===== src/rtl/rdma_scatter_pkg.sv =====
// Shared types and widths for the RDMA scatter sequencer.
// Default widths mirror the lynx platform types (vaddr, length, AXI data).
package rdma_scatter_pkg;

    localparam int LYNX_VADDR_BITS = 48;
    localparam int LYNX_LEN_BITS   = 28;
    localparam int LYNX_DATA_BITS  = 512;
    localparam int SCATTER_N_DEST  = 4;

    localparam logic [15:0] ERR_CNT_MAX = 16'hFFFF;

    typedef enum logic [1:0] {
        ST_IDLE   = 2'd0,
        ST_ISSUE  = 2'd1,
        ST_STREAM = 2'd2,
        ST_DRAIN  = 2'd3
    } scatter_state_t;

    // One local write descriptor as presented on the sq_* interface.
    typedef struct packed {
        logic [LYNX_VADDR_BITS-1:0] vaddr;
        logic [LYNX_LEN_BITS-1:0]   len;
        logic                       last;
    } sq_desc_t;

    // A request length is usable only if it is nonzero and splits into four
    // whole-beat chunks, i.e. the low align_bits bits are all zero.
    function automatic logic len_is_legal(input logic [LYNX_LEN_BITS-1:0] len,
                                          input int                       align_bits);
        logic [LYNX_LEN_BITS-1:0] mask;
        mask = (LYNX_LEN_BITS'(1) << align_bits) - LYNX_LEN_BITS'(1);
        return (len != '0) && ((len & mask) == '0);
    endfunction

endpackage


===== src/rtl/rdma_scatter_beat_cnt.sv =====
// Chunk beat counter: marks the last beat of each chunk and checks the
// upstream tlast against the only place it is allowed (end of chunk 4).
module rdma_scatter_beat_cnt
    import rdma_scatter_pkg::*;
#(
    parameter int LEN_BITS = LYNX_LEN_BITS
) (
    input  logic                aclk,
    input  logic                aresetn,
    input  logic                clear,
    input  logic                advance,
    input  logic [LEN_BITS-1:0] chunk_beats,
    input  logic                final_chunk,
    input  logic                s_tlast,
    output logic                chunk_tlast,
    output logic                tlast_err
);

    logic [LEN_BITS-1:0] beat_cnt;

    assign chunk_tlast = (beat_cnt == (chunk_beats - LEN_BITS'(1)));

    // Upstream tlast must coincide exactly with the final beat of the final chunk.
    assign tlast_err = advance && (s_tlast != (chunk_tlast && final_chunk));

    // Count forwarded beats within the current chunk; restart per descriptor.
    always_ff @(posedge aclk or negedge aresetn) begin
        if (!aresetn) begin
            beat_cnt <= '0;
        end else if (clear) begin
            beat_cnt <= '0;
        end else if (advance) begin
            beat_cnt <= chunk_tlast ? '0 : beat_cnt + LEN_BITS'(1);
        end
    end

endmodule


===== src/rtl/rdma_scatter_seq.sv =====
// RDMA scatter sequencer: splits one incoming RDMA write into four equal
// chunks, issuing a local write descriptor ahead of each chunk.
//
// state  | meaning
// IDLE   | waiting for a request; req_ready follows vaddr_valid
// ISSUE  | presenting descriptor for destination idx, payload stalled
// STREAM | forwarding the current chunk, tlast regenerated per chunk
// DRAIN  | illegal length: swallow input up to and including tlast
module rdma_scatter_seq
    import rdma_scatter_pkg::*;
#(
    parameter int VADDR_BITS = LYNX_VADDR_BITS,
    parameter int LEN_BITS   = LYNX_LEN_BITS,
    parameter int DATA_BITS  = LYNX_DATA_BITS,
    parameter int N_DEST     = SCATTER_N_DEST
) (
    input  logic                  aclk,
    input  logic                  aresetn,
    input  logic [VADDR_BITS-1:0] vaddr_1,
    input  logic [VADDR_BITS-1:0] vaddr_2,
    input  logic [VADDR_BITS-1:0] vaddr_3,
    input  logic [VADDR_BITS-1:0] vaddr_4,
    input  logic                  vaddr_valid,
    input  logic                  req_valid,
    output logic                  req_ready,
    input  logic [LEN_BITS-1:0]   req_len,
    output logic                  sq_valid,
    input  logic                  sq_ready,
    output logic [VADDR_BITS-1:0] sq_vaddr,
    output logic [LEN_BITS-1:0]   sq_len,
    output logic                  sq_last,
    input  logic [DATA_BITS-1:0]  s_axis_tdata,
    input  logic                  s_axis_tvalid,
    output logic                  s_axis_tready,
    input  logic                  s_axis_tlast,
    output logic [DATA_BITS-1:0]  m_axis_tdata,
    output logic                  m_axis_tvalid,
    input  logic                  m_axis_tready,
    output logic                  m_axis_tlast,
    output logic                  busy,
    output logic                  done,
    output logic [15:0]           err_cnt
);

    localparam int BEAT_BYTES = DATA_BITS / 8;
    // Four chunks of whole beats: chunk_beats = req_len >> (2 + log2(BEAT_BYTES)).
    localparam int ALIGN_BITS = $clog2(BEAT_BYTES) + 2;
    localparam logic [1:0] LAST_IDX = 2'(N_DEST - 1);

    scatter_state_t        state, state_nxt;
    logic [1:0]            idx;
    logic [VADDR_BITS-1:0] snap [N_DEST];
    logic [LEN_BITS-1:0]   chunk_len;
    logic [LEN_BITS-1:0]   chunk_beats;
    logic                  tlast_err_seen;

    logic     req_accept;
    logic     req_legal;
    logic     beat_adv;
    logic     beat_clear;
    logic     chunk_tlast;
    logic     chunk_done;
    logic     final_chunk;
    logic     tlast_err;
    logic     err_inc;
    sq_desc_t desc;

    assign req_legal   = len_is_legal(req_len, ALIGN_BITS);
    assign req_accept  = (state == ST_IDLE) && req_valid && vaddr_valid;
    assign beat_adv    = (state == ST_STREAM) && s_axis_tvalid && m_axis_tready;
    assign beat_clear  = (state == ST_ISSUE) && sq_ready;
    assign final_chunk = (idx == LAST_IDX);
    assign chunk_done  = beat_adv && chunk_tlast;

    // Only the first tlast mismatch of an operation is counted; later beats of
    // the same broken stream would otherwise inflate the counter.
    assign err_inc = (req_accept && !req_legal) || (tlast_err && !tlast_err_seen);

    rdma_scatter_beat_cnt #(
        .LEN_BITS (LEN_BITS)
    ) u_beat_cnt (
        .aclk        (aclk),
        .aresetn     (aresetn),
        .clear       (beat_clear),
        .advance     (beat_adv),
        .chunk_beats (chunk_beats),
        .final_chunk (final_chunk),
        .s_tlast     (s_axis_tlast),
        .chunk_tlast (chunk_tlast),
        .tlast_err   (tlast_err)
    );

    // Descriptor for the current destination, held stable by the registers behind it.
    always_comb begin
        desc       = '0;
        desc.vaddr = snap[idx];
        desc.len   = chunk_len;
        desc.last  = final_chunk;
    end

    assign sq_vaddr = desc.vaddr;
    assign sq_len   = desc.len;
    assign sq_last  = desc.last;
    assign busy     = (state != ST_IDLE);

    // State register.
    always_ff @(posedge aclk or negedge aresetn) begin
        if (!aresetn) begin
            state <= ST_IDLE;
        end else begin
            state <= state_nxt;
        end
    end

    // Snapshot the destinations at accept so host reprogramming cannot disturb a run.
    always_ff @(posedge aclk or negedge aresetn) begin
        if (!aresetn) begin
            for (int i = 0; i < N_DEST; i++) begin
                snap[i] <= '0;
            end
            chunk_len   <= '0;
            chunk_beats <= '0;
        end else if (req_accept) begin
            snap[0]     <= vaddr_1;
            snap[1]     <= vaddr_2;
            snap[2]     <= vaddr_3;
            snap[3]     <= vaddr_4;
            chunk_len   <= req_len >> 2;
            chunk_beats <= req_len >> ALIGN_BITS;
        end
    end

    // Destination index: restarts on accept, steps after each non-final chunk.
    always_ff @(posedge aclk or negedge aresetn) begin
        if (!aresetn) begin
            idx <= '0;
        end else if (req_accept) begin
            idx <= '0;
        end else if (chunk_done && !final_chunk) begin
            idx <= idx + 2'd1;
        end
    end

    // Saturating error counter plus per-operation tlast error latch.
    always_ff @(posedge aclk or negedge aresetn) begin
        if (!aresetn) begin
            err_cnt        <= '0;
            tlast_err_seen <= 1'b0;
        end else begin
            if (req_accept) begin
                tlast_err_seen <= 1'b0;
            end else if (tlast_err) begin
                tlast_err_seen <= 1'b1;
            end
            if (err_inc && (err_cnt != ERR_CNT_MAX)) begin
                err_cnt <= err_cnt + 16'd1;
            end
        end
    end

    // Next-state and handshake outputs; payload is a pure pass-through in STREAM.
    always_comb begin
        state_nxt     = state;
        req_ready     = 1'b0;
        sq_valid      = 1'b0;
        s_axis_tready = 1'b0;
        m_axis_tvalid = 1'b0;
        m_axis_tlast  = 1'b0;
        m_axis_tdata  = '0;
        done          = 1'b0;

        case (state)
            ST_IDLE: begin
                req_ready = vaddr_valid;
                if (req_accept) begin
                    state_nxt = req_legal ? ST_ISSUE : ST_DRAIN;
                end
            end
            ST_ISSUE: begin
                sq_valid = 1'b1;
                if (sq_ready) begin
                    state_nxt = ST_STREAM;
                end
            end
            ST_STREAM: begin
                m_axis_tvalid = s_axis_tvalid;
                s_axis_tready = m_axis_tready;
                m_axis_tdata  = s_axis_tdata;
                m_axis_tlast  = chunk_tlast;
                if (chunk_done) begin
                    if (final_chunk) begin
                        done      = 1'b1;
                        state_nxt = ST_IDLE;
                    end else begin
                        state_nxt = ST_ISSUE;
                    end
                end
            end
            ST_DRAIN: begin
                s_axis_tready = 1'b1;
                if (s_axis_tvalid && s_axis_tlast) begin
                    state_nxt = ST_IDLE;
                end
            end
            default: begin
                state_nxt = ST_IDLE;
            end
        endcase
    end

endmodule


===== config.mk =====
export PLATFORM = sky130hd
export DESIGN_NAME = rdma_scatter_seq
export DESIGN_NICKNAME = d
export VERILOG_FILES = /design/src/rtl/rdma_scatter_pkg.sv /design/src/rtl/rdma_scatter_beat_cnt.sv /design/src/rtl/rdma_scatter_seq.sv
export SDC_FILE = /design/constraint.sdc
export NUM_CORES = 1
export LEC_CHECK = 0
export CORE_AREA = 3 3 519 521
export CTS_CLUSTER_DIAMETER = 50
export DETAILED_ROUTE_END_ITERATION = 8
export DIE_AREA = 0 0 522 524
export HOLD_SLACK_MARGIN = 0.12
export SYNTH_ARGS = -nofsm -noshare
export SYNTH_HDL_FRONTEND = slang
export SYNTH_SLANG_ARGS = --single-unit

===== constraint.sdc =====
create_clock -name aclk -period 9.5 [get_ports aclk]
set_clock_uncertainty 0.2 [all_clocks]
set_input_delay 1.425 -clock aclk [delete_from_list [all_inputs] [get_ports aclk]]
set_output_delay 1.425 -clock aclk [all_outputs]
set_load 0.02 [all_outputs]

== Yosys cells after proc, flatten, opt, wreduce, memory -nomap -nowiden ==
Cells that the tools add are included.

* Bits in registers: 287
* Bits of input ports: 740
* Output and inout bits: 612
* Word-level logic and storage cells: 80

* Add/subtract/negate cells: 4
* $lt $le $gt $ge: 1
* Eq/ne operators: 11
* Muxes and demuxes: 26
* Bitwise logic cells: 1
* Reduce and logical (&&, ||, !) cells: 26

{| class="wikitable"
|+ Operator list
! cell !! number
|-
| 512-bit 2-to-1 mux || 1
|-
| 48-bit binary-select mux with 2-bit select || 1
|-
| 48-bit 2-to-1 mux || 2
|-
| 28-bit 2-to-1 mux || 3
|-
| 28-bit by 1-bit adder with 28-bit output, second input constant || 1
|-
| 28-bit equality test || 1
|-
| 28-bit logical NOT || 1
|-
| 28-bit nonzero test || 1
|-
| 20-bit by 1-bit subtractor with 21-bit output, second input constant || 1
|-
| 16-bit by 1-bit adder with 16-bit output, second input constant || 1
|-
| 16-bit != test, second input constant || 1
|-
| 1-bit logical AND || 14
|-
| 2-bit 2-to-1 mux || 7
|-
| 1-bit 2-to-1 mux || 10
|-
| 2-bit != test, second input constant || 4
|-
| 2-bit case mux with 4 select lines || 1
|-
| 2-bit nonzero test || 4
|-
| 2-bit equality test, second input constant || 3
|-
| 4-bit AND reduction || 1
|-
| 3-bit >= comparator, second input constant || 1
|-
| 1-bit logical NOT || 3
|-
| 2-bit NOT with 3-bit output || 1
|-
| 2-bit by 1-bit adder with 2-bit output, second input constant || 1
|-
| 2-bit by 1-bit equality test with 1-bit output, second input constant || 1
|-
| 4 further kinds || 4
|}

== Longest topological paths before layout ==
* Word-level depth: 8
* Depth in mapped cells: 12
* Gate-level depth less buffers: 11

== By module ==
From an unflattened synthesis, not the netlist that was laid out.

* Cell total of the unflattened synthesis: 1737
* Area total of the unflattened synthesis: 16353.2 µm²

{| class="wikitable"
|+ By module, submodules not included
! module !! times used !! cells each !! area an instance (µm²) !! seq. area each (µm²)
|-
| rdma_scatter_seq || 1 || 1436 || 13812.0 || 5980.7
|-
| rdma_scatter_beat_cnt || 1 || 301 || 2541.2 || 700.7
|}

== Worst setup path after synthesis ==
No wires, ideal clock.

* Kind: flip-flop to output port
* Start point: reg chunk_beats[11]
* End point: out done
* Arrival: 3341 ps
* Data required time: 7875 ps
* Path slack: 4534 ps
* Cell stages (with the launch flop): 11
* Path buffers: 1
* Cells stage by stage: dfrtp_1 clkbuf_1 or4_1 or3_1 nor4_1 xnor2_1 nand2_1 or3b_2 nor3_1 o2111ai_1 nor3_1

* Cells in the longest elaborated chain, start to end: 5

{| class="wikitable"
|+ RTL lines
! element !! line !! source
|-
| start, declared || rdma_scatter_seq.sv:54 || <nowiki>logic [LEN_BITS-1:0] chunk_beats;</nowiki>
|-
| start signal, assigned || rdma_scatter_seq.sv:129 || <nowiki>chunk_beats <= req_len >> ALIGN_BITS;</nowiki>
|-
| 20-bit by 1-bit subtractor with 21-bit output || rdma_scatter_beat_cnt.sv:21 || <nowiki>assign chunk_tlast = (beat_cnt == (chunk_beats - LEN_BITS'(1)));</nowiki>
|-
| 28-bit equality test || rdma_scatter_beat_cnt.sv:21 ||
|-
| 1-bit logical AND || rdma_scatter_seq.sv:73 || <nowiki>assign chunk_done = beat_adv && chunk_tlast;</nowiki>
|-
| 1-bit 2-to-1 mux || rdma_scatter_seq.sv:190 || <nowiki>if (chunk_done) begin</nowiki>
|-
| 1-bit 2-to-1 mux || rdma_scatter_seq.sv:172 || <nowiki>case (state)</nowiki>
|-
| end, declared || rdma_scatter_seq.sv:41 || <nowiki>output logic done,</nowiki>
|}

No other way between the ends.

== Worst setup path after layout ==
* Start point: reg chunk_beats[1]
* End point: out done

Same word-level chain as after synthesis.

==> results by group <==
Power
  – Pwr Density: 279.2 nW/um^2
  – Switch Pwr: between 4 and 5 mW
  – Clock power share: 0.147
  – Pleak: 12.23 nW
  – VDD IR max: approximately 0.00023 V
  – Cell Int Power: 5.357 mW
  – Reg power frac: 0.204
  – Switch share: 0.4557
  – Comb pwr share: 0.649

Die
  – Die extent in y: 524 um
  – Initial Utilization: 0.06106
  – Core Area: 265,100 sq um
  – Chip width: 522 um
  – Std-Cell Rows: about 190
  – Boundary Pins: 1,352
  – Die ar.: 273,500 sq um

Finish
  – Design Area, Final: between 30,000 and 40,000 sq um
  – Nets: between 3,000 and 4,000
  – Total of fill cells in the finished design: 30,010
  – Share of layout cells above drive strength 1: 0.1267
  – Register area: between 6000 and 7000 sq um
  – Final core occ: 0.1330
  – Multi-input gate area: about 9000 sq um
  – Area Growth Syn to Fin: 117.8%

Worst hold path
  – Worst hold stages: 1
  – Worst hold path class: flip-flop to flip-flop
  – Hold wc startpoint: err_cnt[10]$_DFFE_PN0P_
  – Worst Hold End: err_cnt[10]$_DFFE_PN0P_

Global route
  – Grt ovf: 0
  – Met1 usage: 0.1429
  – Top Usage Layer GRT: met2
  – First-pass GRT wire length: 261.1 mm
  – Global-route met3 utilization: 0.03411
  – Global-route met2 utilization: 0.3274
  – Initial antenna violation count: 310
  – Largest net degree at the start of global routing: 273
  – GRT Util Overall: 0.1549
  – Vias in the first global route: 18,580

Flow run
  – Maxcap violations: 0

Placement
  – Detailed placement HPWL: 206.8 mm
  – I/O Buffers: 1,349
  – Gpl congestion: a little under 1
  – DP Area: 33,830 sq um

Yosys
  – Synth Flop Type: dfrtp_1
  – Netlist cell types: 66
  – Post-Syn Area: 16,190 sq um
  – Warnings, synthesis: 0
  – Sequential fraction of the synthesis area: 0.4128
  – Post-synth ARST share: 1.000
  – Post-synth EDFFs: 0
  – Mean Syn Cell Area: 10.54 sq um
  – Seq cells post-synth: 267
  – Cells after Synth: 1,535

STA
  – Hold Violations, Final: 0
  – Max-slew headroom: 0.2692
  – FMAX: 137.9 MHz
  – Final min period: 7.251 ns
  – RSZ-0062 raised after global routing: false
  – Slew Viols, Final: 0
  – Crit share post-route: 0.7633
  – Post-Route Setup TNS: 0 ns
  – Finish-stage setup viols: 0
  – Worst hold slack: approximately 0.3 ns
  – Worst slew pin tran: 1.096 ns

Critical path
  – Worst-path fanout max: 7
  – Crit end category: output port
  – Reg2reg end: err_cnt[12]$_DFFE_PN0P_
  – Critical path required time: 7.88 ns
  – Reg2Reg Launch Point: chunk_beats[4]$_DFFE_PN0P_
  – Reg2Reg Depth: 9
  – R2R Setup Slk: around 4.2 ns
  – Startpoint types: flip-flop
  – Crit path arrival time: 5.63 ns
  – Setup crit start: chunk_beats[1]$_DFFE_PN0P_
  – Crit path kind: flip-flop to output port

Detailed routing
  – DRT Pass-1 Iters: 5
  – Routed len/inst: 34.59 um
  – DRC viols: 0
  – Total Wirelength: 222.5 mm
  – Number of vias in the routed layout: ~19,000
  – Vias/cell: 2.929
  – Antenna Violating Nets Remaining: 0
  – DRT iter0 DRCs: 986

Clock network
  – Setup bufs post-CTS: 0
  – Clk root buf: clkbuf_16
  – # hold bufs at CTS: 0
  – CTS tree: done
  – Clock sink total: 267
  – Clock slew at reported path FFs: 0.06 ns
  – Total CTS buffers: 36
  – Worst-Skew Late Latency: roughly 0.57 ns
  – H-tree depth: 2
  – CTS max path bufs: 3
  – Resized cells post-CTS: 0

Outcome
  – Status: finished, final reports clean
-- layout by cell type, fill, tap and decap left out, types with 4 or more instances in the layout --
cell and n:
nand4_1 12, nor2b_1 5, and3_1 16, nand2b_1 5, or3b_2 4, o31ai_1 9
clkbuf_16 37, diode_2 48, or3_1 6, o21ai_1 5, and2_1 517, xnor2_1 38
dfrtp_1 265, clkinv_2 4, nand3_1 28, clkdlybuf4s50_1 1348, o21ai_0 48, a21oi_1 6
nor2_1 21, nand2_1 52, inv_1 14, nor4_1 20, ha_1 4, or4_1 7
nor3_1 13, mux2_2 213, o41ai_1 4, buf_4 9, mux4_2 48, clkbuf_8 10
xor2_1 14
-- metal layers --
layer / share of wire / routed length, um
met3: 0.059 / 13100
met1: 0.31 / 69830
met5: 0.00070 / 156
met2: 0.58 / 129800
met4: 0.043 / 9611
-- cell type report --
type	count	share of cell area
timing repair buffer	1362	0.3873
sequential	267	0.1897
multi-input combinational	1141	0.2564
clock inverter	16	0.005822
clock buffer	50	0.03049
tap	3533	0.1254
inverter	14	0.001491
antenna	48	0.003408
-- cell families (layout without fill, tap and decap cells) --
logic type	count (synthesis)	count (layout)	share of synthesized area
AO/OA/AOI/OAI	93	93	0.03602
buffers and inverters	128	1442	0.03115
multiplexers	263	263	0.2163
adder cells (fa/ha/maj)	4	4	0.003092
other	1	50	0.0002317
XOR/XNOR	52	52	0.02814
AND/OR/NAND/NOR	727	727	0.2723
flip-flops	267	267	0.4128
-- registers in the layout, summed over array words and instances (netlist names) --
| name | cells |
|---|---|
| chunk_beats | 20 |
| err_cnt | 16 |
| idx | 2 |
| snap | 192 |
| sq_len | 6 |
| state | 2 |
| tlast_err_seen | 1 |
| u_beat_cnt.beat_cnt | 28 |
-- worst max-delay path by stage --
stage	end	slack (ns)	cells past startpoint
floorplan	done	4.53	10
global placement	m_axis_tlast	2.86	12
detailed placement	done	2.87	12
CTS	done	2.21	12
global route	done	2.02	12
finish	done	2.25	12
-- power groups by stage --
stage	Combinational (mW)	Clock [mW]	Sequential, mW
detailed placement	6.53	0	2.03
global route	6.72	1.55	2.07
finish	6.39	1.45	2.01
global placement	6.49	0	1.99
floorplan	2.93	0	1.93
CTS	6.55	1.51	2.01
-- Yosys cell counts, types with 2 or more instances --
cell type,number,area share
a21o_1,2,0.00093
a21oi_1,6,0.0019
a31oi_1,3,0.0012
and2_1,517,0.20
and3_1,17,0.0066
buf_1,6,0.0014
buf_2,6,0.0019
buf_4,2,0.00093
clkbuf_1,98,0.023
dfrtp_1,267,0.41
ha_1,4,0.0031
inv_1,14,0.0032
mux2_2,213,0.15
mux4_2,48,0.067
nand2_1,52,0.012
nand2b_1,5,0.0019
nand3_1,28,0.0087
nand4_1,12,0.0046
nand4bb_1,2,0.0014
nor2_1,21,0.0049
nor2b_1,6,0.0023
nor3_1,14,0.0043
nor4_1,20,0.0077
nor4_2,2,0.0015
nor4b_1,2,0.0011
o21ai_0,48,0.015
o21ai_1,5,0.0015
o31ai_1,9,0.0042
o31ai_2,2,0.0015
o41ai_1,4,0.0022
or3_1,6,0.0023
or3b_2,4,0.0022
or4_1,7,0.0032
xnor2_1,38,0.021
xor2_1,14,0.0076
-- stage by stage --
stage               setup slack [ns]  instances  power [mW]
detailed placement             2.869       6316       8.552
global route                   2.022       6414       10.34
floorplan                      4.534       1536       4.863
global placement               2.855       6316       8.481
finish                         2.249       6431       9.842
CTS                            2.209       6382       10.07
-- worst max-delay path, stage by stage, from the launching register on --
cell             delay [ns]
dfrtp_1                0.44
inv_1                  0.11
ha_1                   0.26
nor3b_1                0.78
nand4_1                0.21
xnor2_1                0.21
nor4_1                 0.51
nand2_1                0.13
or3b_2                 0.49
nor3_1                 0.29
o2111ai_2              0.53
nor3_1                 0.38
clkdlybuf4s50_1        0.67
Note: power is estimated with default switching activity, not from simulation.
